File: config.mk
export PLATFORM = sky130hd
export DESIGN_NAME = binary_to_bcd_serial_flat
export DESIGN_NICKNAME = d
export VERILOG_FILES = /design/src/rtl/bcd_pkg.sv /design/src/rtl/binary_to_bcd_serial_if.sv /design/src/rtl/bcd_digit_adjust.sv /design/src/rtl/binary_to_bcd_serial.sv /design/src/flat_wrapper.sv
export SDC_FILE = /design/constraint.sdc
export NUM_CORES = 1
export LEC_CHECK = 0
export CAP_MARGIN = 10
export CORE_ASPECT_RATIO = 0.75
export CORE_MARGIN = 1.5
export CORE_UTILIZATION = 45
export CTS_CLUSTER_DIAMETER = 120
export CTS_CLUSTER_SIZE = 12
export DETAILED_ROUTE_END_ITERATION = 7
export PLACE_DENSITY_LB_ADDON = 0.3
export SKIP_CTS_REPAIR_TIMING = 1
export SLEW_MARGIN = 10
export SYNTH_ARGS = -nofsm -noshare
export SYNTH_HDL_FRONTEND = slang
export SYNTH_HIERARCHICAL = 1
export SYNTH_SLANG_ARGS = --single-unit
File: constraint.sdc
create_clock -name clk -period 2.79 [get_ports clk]
set_input_delay 0.558 -clock clk [delete_from_list [all_inputs] [get_ports clk]]
set_output_delay 0.558 -clock clk [all_outputs]
set_load 0.01 [all_outputs]
File: src/rtl/bcd_pkg.sv
// Shared definitions for the serial binary-to-BCD converter: FSM encoding
// and the elaboration-time sizing helpers.
package bcd_pkg;

  typedef enum logic [1:0] {
    IDLE  = 2'd0,
    SHIFT = 2'd1,
    DONE  = 2'd2
  } state_t;

  function automatic int clog2(input int value);
    int result;
    int remaining;
    result    = 0;
    remaining = value - 1;
    while (remaining > 0) begin
      result++;
      remaining = remaining >> 1;
    end
    return result;
  endfunction

  // True when DIGITS decimal digits can represent the largest WIDTH-bit value.
  function automatic bit digits_fit(input int width, input int digits);
    longint limit;
    longint maxval;
    limit = 1;
    for (int i = 0; i < digits; i++) begin
      limit = limit * 10;
    end
    maxval = (longint'(1) << width) - 1;
    return limit > maxval;
  endfunction

endpackage

File: src/rtl/binary_to_bcd_serial_if.sv
// Handshake bundle between a producer of binary values and the converter.
interface binary_to_bcd_serial_if #(
  parameter int WIDTH  = 8,
  parameter int DIGITS = 3
);

  logic                  in_valid;
  logic                  in_ready;
  logic [WIDTH-1:0]      binary;
  logic                  out_valid;
  logic                  out_ready;
  logic [4*DIGITS-1:0]   bcd;
  logic                  busy;

  modport master (
    output in_valid, binary, out_ready,
    input  in_ready, out_valid, bcd, busy
  );

  modport slave (
    input  in_valid, binary, out_ready,
    output in_ready, out_valid, bcd, busy
  );

endinterface

File: src/rtl/bcd_digit_adjust.sv
// Double-dabble correction for one BCD digit: add 3 when the digit is 5 or more
// so that the following left shift carries correctly into the next digit.
module bcd_digit_adjust (
  input  logic [3:0] din,
  output logic [3:0] dout
);

  always_comb begin
    dout = (din >= 4'd5) ? din + 4'd3 : din;
  end

endmodule

File: src/rtl/binary_to_bcd_serial.sv
// Serial shift-and-add-3 converter: one binary bit per clock, MSB first,
// with a valid/ready handshake on both the operand and the result side.
module binary_to_bcd_serial
  import bcd_pkg::*;
#(
  parameter int WIDTH  = 8,
  parameter int DIGITS = 3
) (
  input  logic                   clk,
  input  logic                   rst_n,
  binary_to_bcd_serial_if.slave  bus
);

  localparam int BW = 4 * DIGITS;
  localparam int CW = clog2(WIDTH + 1);

  if (WIDTH < 4 || WIDTH > 32) begin : g_bad_width
    $error("binary_to_bcd_serial: WIDTH must be within 4..32");
  end

  if (!digits_fit(WIDTH, DIGITS)) begin : g_bad_digits
    $error("binary_to_bcd_serial: DIGITS too small for WIDTH");
  end

  state_t               state;
  state_t               state_next;
  logic [WIDTH-1:0]     sreg;
  logic [BW-1:0]        acc;
  logic [BW-1:0]        adj;
  logic [CW-1:0]        cnt;
  logic [BW+WIDTH-1:0]  shifted;
  logic                 accept;
  logic                 in_ready;
  logic                 out_valid;
  logic                 busy;

  for (genvar g = 0; g < DIGITS; g++) begin : g_digit
    bcd_digit_adjust u_adjust (
      .din  (acc[4*g +: 4]),
      .dout (adj[4*g +: 4])
    );
  end

  always_comb begin
    shifted = {adj, sreg} << 1;
  end

  always_ff @(posedge clk) begin
    if (!rst_n) begin
      state <= IDLE;
    end else begin
      state <= state_next;
    end
  end

  // Status outputs decode from the state register only; accept is internal.
  always_comb begin
    state_next = state;
    in_ready   = 1'b0;
    out_valid  = 1'b0;
    busy       = 1'b0;
    accept     = 1'b0;
    case (state)
      IDLE: begin
        in_ready = 1'b1;
        if (bus.in_valid) begin
          accept     = 1'b1;
          state_next = SHIFT;
        end
      end
      SHIFT: begin
        busy = 1'b1;
        if (cnt == CW'(1)) begin
          state_next = DONE;
        end
      end
      DONE: begin
        out_valid = 1'b1;
        if (bus.out_ready) begin
          state_next = IDLE;
        end
      end
      default: begin
        state_next = IDLE;
      end
    endcase
  end

  // The accumulator is only touched on acceptance and while shifting,
  // so the result stays put in DONE and afterwards in IDLE.
  always_ff @(posedge clk) begin
    if (!rst_n) begin
      sreg <= '0;
      acc  <= '0;
      cnt  <= '0;
    end else if (accept) begin
      sreg <= bus.binary;
      acc  <= '0;
      cnt  <= CW'(WIDTH);
    end else if (state == SHIFT) begin
      acc  <= shifted[BW+WIDTH-1:WIDTH];
      sreg <= shifted[WIDTH-1:0];
      cnt  <= cnt - CW'(1);
    end
  end

  assign bus.in_ready  = in_ready;
  assign bus.out_valid = out_valid;
  assign bus.busy      = busy;
  assign bus.bcd       = acc;

endmodule

File: src/flat_wrapper.sv
// flat-port wrapper written by rule: the top's interface ports become plain ports
module binary_to_bcd_serial_flat import bcd_pkg::*;
#(
  parameter int WIDTH  = 8,
  parameter int DIGITS = 3
)
  (clk, rst_n, bus_in_valid, bus_binary, bus_out_ready, bus_in_ready, bus_out_valid, bus_bcd, bus_busy);
  binary_to_bcd_serial_if #(.WIDTH(WIDTH), .DIGITS(DIGITS)) bus_i ();
  input  logic clk;
  input  logic rst_n;
  input wire logic [$bits(bus_i.in_valid)-1:0] bus_in_valid;
  input wire logic [$bits(bus_i.binary)-1:0] bus_binary;
  input wire logic [$bits(bus_i.out_ready)-1:0] bus_out_ready;
  output wire logic [$bits(bus_i.in_ready)-1:0] bus_in_ready;
  output wire logic [$bits(bus_i.out_valid)-1:0] bus_out_valid;
  output wire logic [$bits(bus_i.bcd)-1:0] bus_bcd;
  output wire logic [$bits(bus_i.busy)-1:0] bus_busy;
  assign bus_i.in_valid = bus_in_valid;
  assign bus_i.binary = bus_binary;
  assign bus_i.out_ready = bus_out_ready;
  assign bus_in_ready = bus_i.in_ready;
  assign bus_out_valid = bus_i.out_valid;
  assign bus_bcd = bus_i.bcd;
  assign bus_busy = bus_i.busy;
  binary_to_bcd_serial #(.WIDTH(WIDTH), .DIGITS(DIGITS)) u_core (.clk(clk), .rst_n(rst_n), .bus(bus_i));
endmodule
Yosys cells after proc, flatten, opt, wreduce, memory -nomap -nowiden:

Index checks and enable logic that the tools add are counted.

* add/subtract/negate cells: 4
* bitwise logic cells: 1
* reduce and logical (&&, ||, !) cells: 4
* equality and inequality tests: 6
* order comparisons: 3
* multiplexer cells: 16

Operators by type and width (number)
* two-way mux 4 bit: 4
* two-way mux 8 bit: 2
* >= comparator 4 x 3 -> 1 bit, second input constant: 3
* adder 4 x 2 -> 4 bit, second input constant: 2
* two-way mux 2 bit: 3
* one-hot mux 2 bit (3 select lines): 1
* two-way mux 1 bit: 5
* equality test 4 x 1 -> 1 bit, second input constant: 1
* != test 2 bit, second input constant: 2
* subtractor 4 x 1 -> 4 bit, second input constant: 1
* adder 3 x 2 -> 3 bit, second input constant: 1
* two-way mux 3 bit: 1
* AND reduction 3 bit: 1
* equality test 2 x 1 -> 1 bit, second input constant: 1
* equality test 2 bit, second input constant: 1
* zero test 2 bit: 1
* != test 2 x 1 -> 1 bit, second input constant: 1
* nonzero test 2 bit: 1
* OR reduction 2 bit: 1
* NOT 1 bit: 1

* bits in registers: 26
* output and inout bits: 15
* word-level logic and storage cells: 39
* input bits: 12

Depth between registers and ports, before layout:

Gate-level depths: netlist (run 1).

* word-level depth: 3
* depth in mapped cells: 7
* depth with buffers taken out: 7

Hierarchy:

Netlist (run 1), hierarchy kept.

Modules (own cells, without submodules)
* binary_to_bcd_serial: sequential area each 520.5 sq um, instances 1, cells each 128, area each 1093.5 sq um
* bcd_digit_adjust: sequential area each 0.0 sq um, instances 3, cells each 16, area each 101.3 sq um

Worst setup path before layout (run 1):

No wires, ideal clock.

* path kind: reg2reg
* from: register u_core.acc[9] (netlist: u_core/bus.bcd[9])
* to: register u_core.acc[10] (netlist: u_core/bus.bcd[10])
* buffers on the path: 0
* arrival time: 1.313 ns
* path slack: 1.407 ns
* cell stages (with the launch flop): 8
* library setup time: 0.070 ns
* required time: 2.720 ns
* path through: dfxtp_1 -> inv_1 -> ha_1 -> nand2b_1 -> a21oi_2 -> mux2i_1 -> nand2_1 -> a21oi_1

* longest elaborated chain between the ends: 2
* elaborated cells on any way between the ends: 3
* classes of those cells: add/sub: 1; order compare: 1; mux: 1

RTL lines
* from (decl): RTL line binary_to_bcd_serial.sv:28 `logic [BW-1:0] acc;`
* from (signal assigned): RTL line binary_to_bcd_serial.sv:101 `acc <= shifted[BW+WIDTH-1:WIDTH];`
* >= comparator 4 x 3 -> 1 bit or adder 3 x 2 -> 3 bit (tied branches): RTL line bcd_digit_adjust.sv:9 `dout = (din >= 4'd5) ? din + 4'd3 : din;`
* two-way mux 3 bit *: RTL line bcd_digit_adjust.sv:9
* via u_core.adj[9]: RTL line binary_to_bcd_serial.sv:29 `logic [BW-1:0] adj;`

Mark *: on every way through the listed nets, which the timed path passes. The rest lies on a longest branch.
A chain may end at the register's enable or synchronous reset.

Final worst setup path (run 1):

* from: register u_core.state[0]
* to: output port bus_busy

* longest elaborated chain between the ends: 2

RTL lines
* from (decl): RTL line binary_to_bcd_serial.sv:25 `state_t state;`
* from (signal assigned): RTL line binary_to_bcd_serial.sv:52 `state <= state_next;`
* equality test 2 x 1 -> 1 bit: RTL line binary_to_bcd_serial.sv:63 `case (state)`
* two-way mux 1 bit: RTL line binary_to_bcd_serial.sv:63
* to (decl): RTL line flat_wrapper.sv:17 `output wire logic [$bits(bus_i.busy)-1:0] bus_busy;`

Every way passes these cells.

==> impl_metrics.py, run 1 <==
metrics = {
    "status": {
        "status": "completed",
    },
    "floorplanning": {
        "initial_core_util_pct": 46.9,
        "io-pin-count": 27,
        "die_w_um": 66.9,
        "die_y_um": 50.9,
        "core_mm2": 0.00294,
        "row_count": 17,
        "die-area_mm2": 0.00341,
    },
    "finish": {
        "fin_util_pct": 57.5,
        "design_area_mm2": 0.00169,
        "num-nets-final": 217,
        "area_growth_syn_to_layout_pct": 22.4,
        "layout-drive-gt1-share_pct": 6.12,
        "final_cells": 234,
        "antenna-diode-count": 0,
    },
    "drt": {
        "wl_per_cell_um": 12.4,
        "drt_iter0_markers": 76,
        "antenna_left": 0,
        "drtPass1Iterations": 4,
        "drc": 0,
        "avgViaCountPerCell": 5.11,
        "num_vias": 1196,
        "totalWireLength_um": 2900,
    },
    "worst_setup_path": {
        "worstPathArrival_ns": 1.70,
        "worst_setup_path_end_kind": "output port",
        "worstSetupPathType": "reg2out",
        "reg2reg_slack_ns": 1.28,
        "required_ns": 2.23,
        "path_max_fanout": 17,
        "start_kind": "flop",
    },
    "power": {
        "irDropWorstVdd_uv": 226,
        "p_leak_nw": 0.637,
        "powerDensity_mw_per_mm2": 449,
        "seq_power_share_pct": 53.6,
        "p_clk_share_pct": 32.4,
        "p_sw_share_pct": 25.3,
        "combPwrFrac_pct": 14.0,
        "p_int_w": 0.000566,
        "power_switching_w": 0.000191,
    },
    "sta": {
        "finalCritPeriodShare_pct": 80.9,
        "final-setup-viol-count": 0,
        "relSlewSlack_pct": 75.0,
        "grt_setup_unrepaired": "no",
        "tightest_slew_ns": 0.374,
        "setup-tns-final_ns": 0,
        "fin_skew_ns": 0.00121,
        "fin_crit_ns": 2.26,
        "fin_hold_ws_ns": 0.495,
        "finalMaxSlewViolations": 0,
        "finalHoldViolCount": 0,
        "fmax_mhz": 443,
    },
    "yosys": {
        "synth_fp_nets": 192,
        "synth_area_per_cell_um2": 8.01,
        "syn_area_mm2": 0.00138,
        "ys_warn_count": 6,
        "synth_cells": 172,
    },
    "placed_design": {
        "gp_congestion": 0.782,
        "place_hpwl_um": 2130,
        "dp.cells": 230,
        "place_area_mm2": 0.00163,
        "port_buffers": 26,
    },
    "clock_network": {
        "cts-root-buf": "clkbuf_8",
        "cts_tree": "done",
        "numCtsBuffers": 3,
        "clk_pin_slew_ns": 0.09,
        "cts_buffer_depth": 2,
        "clock_latency_ns": 0.27,
        "clock_sinks": 26,
        "cts-htree-levels": 1,
    },
    "global_route": {
        "overflow": 0,
        "track_usage_pct": 19.1,
        "grt_max_degree": 18,
        "grt_pass1_wl_um": 5060,
        "antenna_found_initial": 0,
        "grt_pass1_vias": 1129,
    },
    "min_path": {
        "min_path_type": "reg2reg",
    },
    "job": {
        "max_cap_viol_count": 0,
    },
}
==> layout make-up <==
class,count,area (um^2)
clock buffers,4,55.1
flip-flops and latches,26,520
well taps,38,47.5
multi-input cells,126,742
fillers,270,1250
inverters,13,53.8
repair buffers,27,268
==> metal layers <==
layer	share of wire, %	track usage, %
met5	0	0
met4	0	3.06
met3	4.1	5.73
met2	47	30.3
met1	49	26.2
==> placed cells by master (no fill, tap or decap), types with 4 or more instances in the layout <==
cell type	count
clkbuf_8	4
nand2_1	38
inv_1	12
a21oi_1	21
o21ai_0	6
o221ai_1	4
mux2i_1	4
dfxtp_1	26
clkdlybuf4s50_1	26
o22ai_1	8
nand2b_1	9
nor2_1	8
ha_1	8
==> sequential cells by signal, indices dropped and copies added (netlist names) <==
name / count
u_core/sreg: 8
u_core/state: 2
u_core/cnt: 4
u_core/bus.bcd: 12
==> stage by stage <==
stage	power, W	setup slack [ns]
after floorplan	0.000489	1.41
after global placement	0.000516	0.877
after detailed placement	0.000520	0.785
after CTS	0.000763	0.502
after global routing	0.000796	0.429
final	0.000757	0.532
==> power by group through the flow <==
stage	Sequential [W]	Combinational [W]	Clock, W
after floorplan	0.000408	0.0000816	0
after global placement	0.000414	0.000103	0
after detailed placement	0.000414	0.000106	0
after CTS	0.000406	0.000106	0.000251
after global routing	0.000409	0.000120	0.000267
final	0.000406	0.000106	0.000245
==> final timing paths <==
path / from / to / depth (start not counted)
setup / recovery: u_core/state[0]$_SDFFE_PN0P_ / bus_busy / 3
hold / removal: u_core/sreg[7]$_SDFFE_PN0P_ / u_core/bus.bcd[0]$_SDFFE_PP0P_ / 2
setup reg to reg: u_core/bus.bcd[1]$_SDFFE_PP0P_ / u_core/bus.bcd[2]$_SDFFE_PP0P_ / 7
hold reg to reg: u_core/sreg[7]$_SDFFE_PN0P_ / u_core/bus.bcd[0]$_SDFFE_PP0P_ / 2
==> worst max-delay path: stages (launching register included) <==
cell and delay (ns):
dfxtp_1 0.51, nand2b_1 0.20, inv_6 0.16, clkdlybuf4s50_1 0.56
No activity file was read; power rests on OpenSTA's default activity.
==> inputs of run 2 (changes only) <==
==> constraint.sdc (replaced) <==
create_clock -name clk -period 1.9 [get_ports clk]
set_input_delay 0.38 -clock clk [delete_from_list [all_inputs] [get_ports clk]]
set_output_delay 0.38 -clock clk [all_outputs]
set_load 0.01 [all_outputs]
==> run 2 against run 1 <==
Against the previous run: cell area increased by 2.2%; sequential share of layout area decreased by 0.58 points; flip-flop and latch count unchanged; critical path type unchanged; wire length increased by 2.9%; setup slack got worse by 0.47 ns; global-route usage increased by 0.094 points; largest cell class unchanged; clock power increased by 22%; via count increased by 2.9%; count of clock-buffer cells in the layout decreased by 1; power increased by 40%; clock skew increased by 0.0023 ns; worst hold slack got worse by 0.011 ns.
==> impl_metrics.py, run 2 (synthesis results as in run 1) <==
metrics = {
    "status": {
        "status": "completed",
    },
    "power": {
        "p_sw_share_pct": 25.2,
        "irDropWorstVdd_uv": 287,
        "p_leak_nw": 0.671,
        "seq_power_share_pct": 56.0,
        "combPwrFrac_pct": 15.7,
        "power_switching_w": 0.000267,
        "p_int_w": 0.000791,
        "p_clk_share_pct": 28.2,
        "powerDensity_mw_per_mm2": 615,
    },
    "drt": {
        "avgViaCountPerCell": 5.17,
        "antenna_left": 0,
        "totalWireLength_um": 2980,
        "wl_per_cell_um": 12.5,
        "drt_iter0_markers": 59,
        "drtPass1Iterations": 4,
        "num_vias": 1231,
        "drc": 0,
    },
    "worst_setup_path": {
        "r2r-start": "u_core/bus.bcd[5]$_SDFFE_PP0P_",
        "path_buf_inv": 2,
        "worstPathArrival_ns": 1.45,
        "path_max_fanout": 9,
        "start_kind": "flop",
        "reg2reg_slack_ns": 0.43,
        "path_cells": "clkinvlp_4, nor2_1, clkdlybuf4s50_1",
        "r2r-end": "u_core/bus.bcd[6]$_SDFFE_PP0P_",
        "worst_setup_path_end_kind": "output port",
        "cp_top_family": "buffers and inverters",
        "crit_end": "bus_out_valid",
        "required_ns": 1.52,
        "slowest_stage": "clkdlybuf4s50_1",
        "critPathMaxStageDelay_ns": 0.54,
        "cp_num_cells": 3,
        "worstSetupPathType": "reg2out",
        "rr_worst_depth": 7,
        "timing.critical_path.from": "u_core/state[1]$_SDFFE_PN0P_",
    },
    "finish": {
        "final_cell_mix": "nand2_1 (38), dfxtp_1 (25), clkdlybuf4s50_1 (24)",
        "ff_latch_area_um2": 522,
        "num-nets-final": 222,
        "design_area_mm2": 0.00172,
        "largest_reg_flops": 12,
        "layout-drive-gt1-share_pct": 9.50,
        "antenna-diode-count": 0,
        "n_fill_cell": 256,
        "multiInputGateArea_um2": 744,
        "area_growth_syn_to_layout_pct": 25.1,
        "layout_commonest_cell": "nand2_1",
    },
    "floorplanning": {
        "row_count": 17,
        "io-pin-count": 27,
        "die-area_mm2": 0.00341,
        "die_y_um": 50.9,
        "initial_core_util_pct": 46.9,
        "die_w_um": 66.9,
        "core_mm2": 0.00294,
    },
    "placed_design": {
        "pre_cts_ws_ns": 0.236,
        "gp_congestion": 0.750,
        "port_buffers": 26,
        "place_area_mm2": 0.00165,
        "place_hpwl_um": 2110,
    },
    "global_route": {
        "track_usage_pct": 19.2,
        "grt_max_degree": 18,
        "grt_pass1_vias": 1176,
        "overflow": 0,
        "antenna_found_initial": 0,
        "grt_pass1_wl_um": 4980,
    },
    "sta": {
        "fmax_mhz": 545,
        "fin_skew_ns": 0.00348,
        "fin_crit_ns": 1.83,
        "final-setup-viol-count": 0,
        "tightest_slew_ns": 0.304,
        "finalHoldViolCount": 0,
        "finalCritPeriodShare_pct": 96.6,
        "fin_ws_ns": 0.0650,
        "finalMaxSlewViolations": 0,
        "relSlewSlack_pct": 79.7,
    },
    "clock_network": {
        "cts-root-buf": "clkbuf_8",
        "cts_tree": "done",
        "clock_latency_ns": 0.26,
        "cts-htree-levels": 1,
        "cts_buffer_depth": 2,
        "numCtsBuffers": 3,
        "clock_sinks": 26,
        "clk_pin_slew_ns": 0.08,
    },
    "min_path": {
        "min_path_type": "reg2reg",
    },
    "job": {
        "max_cap_viol_count": 0,
    },
}
-- run 2: cell count changes in the layout (fill, tap and decap cells not counted), sizes merged --
cell           before  now
clkbuf              4    3
buf                 1    6
dlymetal6s2s        0    2
clkdlybuf4s50      26   24
clkinvlp            0    1
inv                13   12
-- run 2: worst min-delay path by stage --
| stage | from | endpoint | slack (ns) | cells after the start |
|---|---|---|---|---|
| final | u_core/bus.bcd[9]$_SDFFE_PP0P_ | u_core/bus.bcd[9]$_SDFFE_PP0P_ | 0.48 | 2 |
| after global routing | u_core/sreg[7]$_SDFFE_PN0P_ | u_core/bus.bcd[0]$_SDFFE_PP0P_ | 0.51 | 2 |
| after floorplan | u_core/sreg[7]$_SDFFE_PN0P_ | u_core/bus.bcd[0]$_SDFFE_PP0P_ | 0.45 | 2 |
| after global placement | u_core/bus.bcd[9]$_SDFFE_PP0P_ | u_core/bus.bcd[9]$_SDFFE_PP0P_ | 0.47 | 2 |
| after CTS | u_core/bus.bcd[9]$_SDFFE_PP0P_ | u_core/bus.bcd[9]$_SDFFE_PP0P_ | 0.49 | 2 |
| after detailed placement | u_core/sreg[7]$_SDFFE_PN0P_ | u_core/bus.bcd[0]$_SDFFE_PP0P_ | 0.47 | 2 |
-- run 2: cell type report --
| cell class | instances | share of cell area (%) |
|---|---|---|
| timing repair buffer | 32 | 18.0 |
| multi-input combinational | 126 | 43.2 |
| inverter | 13 | 3.34 |
| sequential | 26 | 30.3 |
| clock buffer | 3 | 2.40 |
| tap | 38 | 2.76 |
-- run 2: power by group through the flow --
stage | combinational [W] | sequential, W | clock, W
4_1_cts | 0.000166 | 0.000592 | 0.000310
3_5_place_dp | 0.000165 | 0.000605 | 0
3_3_place_gp | 0.000160 | 0.000604 | 0
6_report | 0.000167 | 0.000593 | 0.000299
2_1_floorplan | 0.000120 | 0.000599 | 0
5_1_grt | 0.000186 | 0.000597 | 0.000339
-- run 2: tightest hold or removal path: stages, from the launching register on --
cell	delay (ns)
dfxtp_1	0.33
nand2_1	0.06
a21oi_1	0.05
-- run 2: metal layers --
layer	track usage [%]	up-vias	part of all wire, %
li1	-	642	-
met1	23.7	567	49
met2	32.8	20	47
met3	5.73	2	3.7
met4	4.76	0	0.57
met5	0	-	0
-- run 2: per-stage QoR --
stage	instances	total power [W]	hold slack, ns	setup TNS, ns	util, %
floorplan	172	0.000719	0.445	0	-
global placement	232	0.000765	0.468	0	56.1
detailed placement	232	0.000769	0.474	0	56.1
CTS	235	0.00107	0.490	-0.0904	57.5
global route	238	0.00112	0.509	-0.00529	58.7
finish	238	0.00106	0.484	0	58.7
==> inputs of run 3 (changes only) <==
--- a/config.mk
+++ b/config.mk
@@ -19,3 +19,4 @@
 export SYNTH_HDL_FRONTEND = slang
 export SYNTH_HIERARCHICAL = 1
 export SYNTH_SLANG_ARGS = --single-unit
+export TNS_END_PERCENT = 20
==> run 3 against run 2 <==
Against the previous run: sequential power is essentially flat; fmax shrank 0.17%; critical path type unchanged; register-to-register slack is essentially flat.
==> impl_metrics.py, run 3 (synthesis results as in run 1) <==
metrics = {
    "min_path": {
        "min_path_cells": 2,
        "min_to": "u_core/bus.bcd[9]$_SDFFE_PP0P_",
        "min_path_type": "reg2reg",
        "min-delay-start": "u_core/bus.bcd[9]$_SDFFE_PP0P_",
    },
    "power": {
        "irDropWorstVdd_uv": 285,
        "p_leak_nw": 0.659,
        "powerDensity_mw_per_mm2": 622,
    },
    "worst_setup_path": {
        "r2r-end": "u_core/bus.bcd[6]$_SDFFE_PP0P_",
        "path_cells": "inv_1, nor2_1, clkdlybuf4s50_1",
        "required_ns": 1.52,
        "start_kind": "flop",
        "worstPathArrival_ns": 1.46,
        "worst_setup_path_end_kind": "output port",
        "worstSetupPathType": "reg2out",
        "reg2reg_slack_ns": 0.43,
        "path_buf_inv": 2,
        "critPathMaxStageDelay_ns": 0.54,
        "rr_worst_depth": 7,
        "r2r-start": "u_core/bus.bcd[5]$_SDFFE_PP0P_",
        "cp_top_family": "buffers and inverters",
        "slowest_stage": "clkdlybuf4s50_1",
        "path_max_fanout": 9,
    },
    "drt": {
        "wl_per_cell_um": 12.4,
        "avgViaCountPerCell": 5.17,
        "drtPass1Iterations": 5,
        "routed-wl-met3_um": 114,
        "totalWireLength_um": 2920,
        "num_vias": 1215,
        "top_layer": "met4",
        "antenna_left": 0,
        "wl_met1_um": 1420,
        "drc": 0,
        "drt_iter0_markers": 66,
        "wl_met2_um": 1370,
    },
    "sta": {
        "fin_skew_ns": 0.00425,
        "finalCritPeriodShare_pct": 96.7,
        "grt_setup_unrepaired": "yes",
        "fmax_mhz": 544,
        "fin_crit_ns": 1.84,
        "final-setup-viol-count": 0,
        "finalMaxSlewViolations": 0,
        "tightest_slew_ns": 0.296,
        "setup-tns-final_ns": 0,
        "relSlewSlack_pct": 80.2,
        "finalHoldViolCount": 0,
    },
    "finish": {
        "n_fill_cell": 262,
        "ff_latch_area_um2": 522,
        "layout_commonest_cell": "nand2_1",
        "largest_reg_flops": 12,
        "num-nets-final": 219,
        "layout-drive-gt1-share_pct": 7.61,
        "antenna-diode-count": 0,
        "fin_util_pct": 57.8,
        "final_cell_mix": "nand2_1 (38), dfxtp_1 (25), clkdlybuf4s50_1 (24)",
        "area_growth_syn_to_layout_pct": 23.2,
        "multiInputGateArea_um2": 744,
    },
    "floorplanning": {
        "row_count": 17,
        "core_mm2": 0.00294,
        "die_y_um": 50.9,
        "die-area_mm2": 0.00341,
        "io-pin-count": 27,
        "die_w_um": 66.9,
        "initial_core_util_pct": 46.9,
    },
    "placed_design": {
        "port_buffers": 26,
        "gp_congestion": 0.750,
        "place_hpwl_um": 2110,
    },
    "clock_network": {
        "cts_tree": "done",
        "clk_pin_slew_ns": 0.08,
        "clock_latency_ns": 0.26,
        "cts_buffer_depth": 2,
        "clock_sinks": 26,
        "cts-htree-levels": 1,
        "cts-root-buf": "clkbuf_8",
        "numCtsBuffers": 3,
    },
    "global_route": {
        "overflow": 0,
        "grt_max_degree": 18,
        "grt_pass1_wl_um": 4980,
        "antenna_found_initial": 0,
        "grt_pass1_vias": 1176,
        "track_usage_pct": 19.2,
    },
    "status": {
        "status": "completed",
    },
    "job": {
        "max_cap_viol_count": 0,
    },
}
## run 3: worst max-delay path by stage
stage	slack, ns	depth (start not counted)	end	start
floorplan	0.52	7	u_core/bus.bcd[2]$_SDFFE_PP0P_	u_core/bus.bcd[1]$_SDFFE_PP0P_
global placement	0.27	3	bus_busy	u_core/state[1]$_SDFFE_PN0P_
detailed placement	0.24	3	bus_busy	u_core/state[1]$_SDFFE_PN0P_
CTS	-0.06	3	bus_busy	u_core/state[1]$_SDFFE_PN0P_
global route	-0.02	3	bus_out_valid	u_core/state[1]$_SDFFE_PN0P_
finish	0.06	3	bus_out_valid	u_core/state[1]$_SDFFE_PN0P_
## run 3: routing by layer
| metal | track usage [%] | vias to the layer above |
|---|---|---|
| met4 | 4.76 | 0 |
| met5 | 0 | - |
| li1 | - | 634 |
| met1 | 23.7 | 561 |
| met2 | 32.8 | 18 |
| met3 | 5.73 | 2 |
## run 3: layout make-up
type | count | share of cell area [%]
well taps | 38 | 2.80
multi-input cells | 126 | 43.9
repair buffers | 29 | 17.0
flip-flops and latches | 26 | 30.8
clock buffers | 3 | 2.43
inverters | 13 | 3.17
## run 3: per-stage QoR
stage | cell area (um^2) | std cells | worst slack (ns) | total power, W | hold slack, ns
2_1_floorplan | 1380 | 172 | 0.517 | 0.000719 | 0.445
3_3_place_gp | 1650 | 232 | 0.266 | 0.000765 | 0.468
3_5_place_dp | 1650 | 232 | 0.236 | 0.000769 | 0.474
4_1_cts | 1690 | 235 | -0.0608 | 0.00107 | 0.490
5_1_grt | 1700 | 235 | -0.0214 | 0.00112 | 0.509
6_report | 1700 | 235 | 0.0619 | 0.00106 | 0.484
## run 3: worst min-delay path, cell delays in order (launching register included)
cell     delay (ns)
dfxtp_1        0.33
nand2_1        0.06
a21oi_1        0.05
## run 3: report_power, final
| group | switching, W | internal [W] | total, W |
|---|---|---|---|
| logic | 0.0000873 | 0.0000769 | 0.000164 |
| registers | 0.0000216 | 0.000572 | 0.000593 |
| clock network | 0.000156 | 0.000142 | 0.000298 |
| total | 0.000265 | 0.000790 | 0.00106 |
